$ cat config.mk
export PLATFORM = sky130hd
export DESIGN_NAME = mem_arbiter
export DESIGN_NICKNAME = d
export VERILOG_FILES = /design/src/rtl/mem_arbiter.sv
export SDC_FILE = /design/constraint.sdc
export NUM_CORES = 1
export LEC_CHECK = 0
export ABC_AREA = 1
export CAP_MARGIN = 15
export CORE_AREA = 2 2 116 118
export CTS_CLUSTER_SIZE = 30
export DETAILED_ROUTE_END_ITERATION = 10
export DIE_AREA = 0 0 118 120
export PLACE_DENSITY_LB_ADDON = 0.3
export SLEW_MARGIN = 20
export SYNTH_ARGS = -nofsm -noshare
export SYNTH_HDL_FRONTEND = slang
export SYNTH_SLANG_ARGS = --single-unit
$ cat constraint.sdc
create_clock -name clock -period 2.2 [get_ports clock]
set_input_delay 0.55 -clock clock [delete_from_list [all_inputs] [get_ports clock]]
set_output_delay 0.55 -clock clock [all_outputs]
set_load 0.01 [all_outputs]
$ cat src/rtl/mem_arbiter.sv
// mem_arbiter: two-requester round-robin arbiter for a single data-RAM port.
// Latency: req seen in IDLE at cycle N -> ack at N+1 -> rdata valid from N+2.
// Backpressure: requesters hold req/we/addr/wdata until their one-cycle ack;
//   at most one access per two cycles.
// Ports: clock/reset (sync, active-high); per requester i: reqi, wei, addri,
//   wdatai in, acki, rdatai out; RAM side: mem_addr, mem_wval, mem_we out,
//   mem_rval in (combinational read).
// Optional: define MEM_ARB_LOCK_EN to add lock0/lock1 inputs and an owner
//   register that lets one requester keep the RAM across several accesses.
module mem_arbiter #(
  parameter int ADDR_WIDTH = 32,
  parameter int DATA_WIDTH = 32
) (
  input  logic                  clock,
  input  logic                  reset,
  input  logic                  req0,
  input  logic                  we0,
  input  logic [ADDR_WIDTH-1:0] addr0,
  input  logic [DATA_WIDTH-1:0] wdata0,
  output logic                  ack0,
  output logic [DATA_WIDTH-1:0] rdata0,
  input  logic                  req1,
  input  logic                  we1,
  input  logic [ADDR_WIDTH-1:0] addr1,
  input  logic [DATA_WIDTH-1:0] wdata1,
  output logic                  ack1,
  output logic [DATA_WIDTH-1:0] rdata1,
`ifdef MEM_ARB_LOCK_EN
  input  logic                  lock0,
  input  logic                  lock1,
`endif
  output logic [ADDR_WIDTH-1:0] mem_addr,
  output logic [DATA_WIDTH-1:0] mem_wval,
  output logic                  mem_we,
  input  logic [DATA_WIDTH-1:0] mem_rval
);

  typedef enum logic {IDLE, ACCESS} state_t;

  state_t state, state_nxt;
  logic   gnt, gnt_nxt;     // requester driving the RAM in ACCESS
  logic   prio, prio_nxt;   // winner of the next tie
  logic   we_sel;
  logic   mem_we_raw;

`ifdef MEM_ARB_LOCK_EN
  logic own_vld, own_vld_nxt;
  logic own_id, own_id_nxt;
  logic own_hold;           // owner still requesting: it alone is considered
  logic lock_sel;
  assign own_hold = own_vld && (own_id ? req1 : req0);
  assign lock_sel = gnt ? lock1 : lock0;
`endif

  assign we_sel = gnt ? we1 : we0;

  // A write must never reach the RAM during a reset cycle.
  assign mem_we = mem_we_raw & ~reset;

  always_comb begin
    state_nxt  = state;
    gnt_nxt    = gnt;
    prio_nxt   = prio;
    mem_addr   = '0;
    mem_wval   = '0;
    mem_we_raw = 1'b0;
    ack0       = 1'b0;
    ack1       = 1'b0;
`ifdef MEM_ARB_LOCK_EN
    own_vld_nxt = own_vld;
    own_id_nxt  = own_id;
`endif
    case (state)
      IDLE: begin
`ifdef MEM_ARB_LOCK_EN
        if (own_hold) begin
          // Locked: owner keeps the port, fairness pointer is frozen.
          state_nxt = ACCESS;
          gnt_nxt   = own_id;
        end else begin
          // Owner (if any) dropped its request: release and arbitrate now.
          own_vld_nxt = 1'b0;
          if (req0 | req1) begin
            state_nxt = ACCESS;
            gnt_nxt   = (req0 & req1) ? prio : req1;
            prio_nxt  = ~gnt_nxt;
          end
        end
`else
        if (req0 | req1) begin
          state_nxt = ACCESS;
          gnt_nxt   = (req0 & req1) ? prio : req1;
          prio_nxt  = ~gnt_nxt;
        end
`endif
      end
      ACCESS: begin
        state_nxt  = IDLE;
        mem_addr   = gnt ? addr1 : addr0;
        mem_wval   = gnt ? wdata1 : wdata0;
        mem_we_raw = we_sel;
        ack0       = ~gnt;
        ack1       = gnt;
`ifdef MEM_ARB_LOCK_EN
        own_vld_nxt = lock_sel;
        own_id_nxt  = gnt;
`endif
      end
      default: state_nxt = IDLE;
    endcase
  end

  always_ff @(posedge clock) begin
    if (reset) begin
      state  <= IDLE;
      gnt    <= 1'b0;
      prio   <= 1'b0;
      rdata0 <= '0;
      rdata1 <= '0;
`ifdef MEM_ARB_LOCK_EN
      own_vld <= 1'b0;
      own_id  <= 1'b0;
`endif
    end else begin
      state <= state_nxt;
      gnt   <= gnt_nxt;
      prio  <= prio_nxt;
`ifdef MEM_ARB_LOCK_EN
      own_vld <= own_vld_nxt;
      own_id  <= own_id_nxt;
`endif
      // Read data is captured only for the granted requester's reads.
      if (state == ACCESS && !we_sel) begin
        if (gnt) rdata1 <= mem_rval;
        else     rdata0 <= mem_rval;
      end
    end
  end

endmodule

==> summary.log <==
INFO  floorplan      fp.dieArea=0.01416mm²
INFO  min_path       hold-path-endpoint=prio
INFO  yosys          synth_fp_nets=736
INFO  yosys          ys_types=18
INFO  global_route   globalRouteTotalUtil=0.1926
INFO  power_and_ir_drop power.share.combinational=0.261
INFO  power_and_ir_drop power.static_leakage=0.003423µW
INFO  sta            final-max-slew-violation-count=0
INFO  cts            numCtsBuffers=9
INFO  worst_setup_path setup.worst_path.class=reg -> out
INFO  worst_setup_path worst_r2r_startpoint=state
INFO  power_and_ir_drop cellPowerDensity=529.3mW/mm²
INFO  floorplan      rows=42
INFO  yosys          synth_top_area_cell=sky130_fd_sc_hd__dfxtp_1
INFO  global_route   groute.layer.met1.usage=0.2290
INFO  cts            tritoncts=done
INFO  sta            fin_crit=2112ps
INFO  floorplan      floorplan.core_area=0.01298mm²
INFO  yosys          synth.avg_cell_area=5.960µm²
INFO  global_route   grt-ovfl-total=0
INFO  global_route   grtUsageMet2=0.3012
INFO  worst_setup_path end_kind=output pin
INFO  worst_setup_path worstPathRequired=1650ps
INFO  final_layout   syn2layout_area_growth=98.71%
INFO  yosys          mapped_area=0.003397mm²
INFO  worst_setup_path cp.arrival=1560ps
INFO  yosys          postSynthCellCount=570
INFO  placement      finalWeightedCongestion=0.7734
INFO  global_route   maximum_number_of_pins_on_one_net_before_global_route_repair=66
INFO  floorplan      initial_core_util=0.2617
INFO  worst_setup_path reg2reg_slack=930ps
INFO  power_and_ir_drop power_report.internal_total=2613µW
INFO  sta            skew=6.108ps
INFO  final_layout   layout.nets=1,028
INFO  min_path       min_path_cells=2
INFO  worst_setup_path critical_path.top_delay_family=buffers and inverters
INFO  global_route   met3_usage=0.1126
INFO  sta            final_hold_viols=0
INFO  power_and_ir_drop power.switching_fraction=0.2685
INFO  drt            wl=14.13mm
INFO  worst_setup_path reg2reg_depth=5
INFO  run            maxCapViolations=0
INFO  power_and_ir_drop design_power_total=3573µW
INFO  sta            max_freq=473.4MHz
INFO  worst_setup_path path_cells=inv_2 -> nand2_2 -> inv_4 -> buf_4 -> buf_12 -> buf_16 -> nand2_1 -> nand2_1 -> clkdlybuf4s15_1
INFO  yosys          area_share_of_the_largest_cell_type_after_synthesis=0.3948
INFO  cts            worst_skew_pair.late_latency=330ps
INFO  worst_setup_path slowest_stage=sky130_fd_sc_hd__dfxtp_2
INFO  cts            clk_pin_slew=60ps
INFO  min_path       worst_hold_path_type=reg -> reg
INFO  sta            final_setup_violations=0
INFO  yosys          synth-seq-area-share=0.3948
INFO  power_and_ir_drop p_sw=959.5µW
INFO  cts            number_of_h_tree_levels=3
INFO  cts            clock_net_sink_count=67
INFO  drt            drt-vias-per-instance=4.080
INFO  placement      numPortBuffers=296
INFO  floorplan      die_height=120µm
INFO  yosys          synth_warnings=0
INFO  cts            clockRootBuffer=sky130_fd_sc_hd__clkbuf_16
INFO  power_and_ir_drop vdd_drop_max=0.5001mV
INFO  worst_setup_path crit_fanout=21
INFO  floorplan      die_w=118µm
INFO  yosys          synthTopCellsByArea=sky130_fd_sc_hd__dfxtp_1, sky130_fd_sc_hd__nand2_1, sky130_fd_sc_hd__nor2_1, sky130_fd_sc_hd__o21ai_0, sky130_fd_sc_hd__inv_1
INFO  power_and_ir_drop power.share.clock=0.375
INFO  final_layout   fillCellCount=1,307
INFO  global_route   grt_pass1_vias=3,917
INFO  sta            fin_crit_sh=0.9601
INFO  status         status=complete, no violations
INFO  min_path       worstHoldStart=prio
INFO  worst_setup_path start_kind=register
INFO  yosys          synth.ff_latch_count=67
INFO  sta            max_slew.worst_pin.slew=595.4ps
INFO  sta            max-slew-margin-rel=0.6025
INFO  worst_setup_path timing.critical_path.buf_inv=6
INFO  power_and_ir_drop power.sequential.fraction=0.365
INFO  final_layout   post_route_cells_drive_above_1_share=0.07151
INFO  cts            post_cts_hold_buffer_count=0
INFO  global_route   grt_first_pass_wirelength=21.56mm
INFO  drt            drt-pass1-iter-count=4
INFO  cts            clockBufferDepth=2
INFO  final_layout   final_cell_mix=sky130_fd_sc_hd__nand2_1, sky130_fd_sc_hd__clkdlybuf4s50_1, sky130_fd_sc_hd__nor2_1, sky130_fd_sc_hd__dfxtp_1, sky130_fd_sc_hd__dlygate4sd2_1
INFO  drt            routed_wire_length_per_instance=13.52µm
INFO  drt            vias=4,264
INFO  drt            drtAntennaViolNets=0
INFO  drt            drc=0
INFO  global_route   antenna_found_initial=5
INFO  placement      place_hpwl=10.84mm
INFO  final_layout   commonest_non_fill_non_tap_cell_in_the_layout=sky130_fd_sc_hd__nand2_1
INFO  worst_setup_path cpPeakStageDelay=330ps
INFO  sta            setup-tns-final=0ps
INFO  drt            detail_route.iter0.violations=179
INFO  worst_setup_path critical_path.most_common_cell=sky130_fd_sc_hd__nand2_1
INFO  floorplan      pin_count=297
INFO  worst_setup_path ff_to_ff_end=rdata1[0]
INFO  global_route   grt_busiest_layer=met2
## cell usage after synthesis
cell	number
sky130_fd_sc_hd__a21oi_1	3
sky130_fd_sc_hd__inv_1	36
sky130_fd_sc_hd__clkbuf_4	1
sky130_fd_sc_hd__clkbuf_1	2
sky130_fd_sc_hd__o21ai_1	5
sky130_fd_sc_hd__nand3_1	1
sky130_fd_sc_hd__dfxtp_1	67
sky130_fd_sc_hd__buf_2	13
sky130_fd_sc_hd__clkbuf_2	1
sky130_fd_sc_hd__nor2_1	129
sky130_fd_sc_hd__nor2_4	1
sky130_fd_sc_hd__buf_6	6
sky130_fd_sc_hd__buf_4	11
sky130_fd_sc_hd__inv_2	2
sky130_fd_sc_hd__o21ai_0	28
sky130_fd_sc_hd__nand2_1	262
sky130_fd_sc_hd__nand2_2	1
sky130_fd_sc_hd__nand3b_1	1
## kinds of logic after synthesis
kind of cell	share of synthesized area
buf+inv	0.1112
flops	0.3948
simple gates	0.4409
compound gates	0.05303
## metrics by stage
stage                     setup slack [ps]  instance area [µm²]  cells  utilization  hold WS [ps]
after CTS                           -154.2                 6777   1041       0.5221         459.4
after global placement              -150.0                 6507   1023       0.5014         449.7
after global routing                -5.894                 6745   1043       0.5197         491.7
final                                87.75                 6750   1045       0.5201         456.5
after floorplan                      706.0                 3397    570            -         435.1
after detailed placement            -154.7                 6507   1023       0.5014         449.4
## state kept, by name (all words and copies together) (netlist names)
| name | flops |
|---|---|
| rdata0 | 32 |
| rdata1 | 32 |
| gnt | 1 |
| prio | 1 |
| state | 1 |
## timing repair
item | CTS | global route
gates resized for setup | 70 | 50
setup buffers | 1 | 2
cloned | 1 | 0
setup endpoints to repair | 67 | 30
## worst register-to-register path: stages, from the launching register on
cell	delay [ps]
sky130_fd_sc_hd__dfxtp_2	340
sky130_fd_sc_hd__nand2_2	130
sky130_fd_sc_hd__nor2_4	50
sky130_fd_sc_hd__inv_2	430
sky130_fd_sc_hd__nor2_1	130
sky130_fd_sc_hd__nor2_1	110
## power by group through the flow
stage,Sequential (µW),Clock (µW),Combinational [µW]
after floorplan,1350,0,299
after CTS,1300,1380,940
after global routing,1310,1440,1020
after global placement,1330,0,971
after detailed placement,1330,0,973
final,1300,1340,932
## routing by layer
layer  vias up  routed length, µm
met5         -                 41
met4         6                100
met3        14               1738
met2       175               6364
met1      1797               5880
li1       2272                  -
## final cells by class
class,count,area [µm²],share of cell area
Clock inverter,5,37.54,0.005561
Tap cell,176,220.2,0.03262
Sequential cell,67,1344,0.1991
Timing Repair Buffer,315,3070,0.4549
Inverter,38,150.1,0.02224
Multi-Input combinational cell,431,1680,0.2489
Antenna cell,2,5.005,0.0007414
Clock buffer,11,242.7,0.03596
## worst max path at each step
stage / to / slack [ps] / startpoint / cells past startpoint
final: mem_addr[16] / 90 / gnt / 9
after global routing: mem_wval[19] / -6 / gnt / 9
after CTS: mem_wval[9] / -150 / state / 6
after detailed placement: mem_we / -150 / we1 / 4
after global placement: mem_we / -150 / we1 / 4
after floorplan: mem_addr[13] / 710 / gnt / 7
Note: power is estimated with default switching activity, not from simulation.
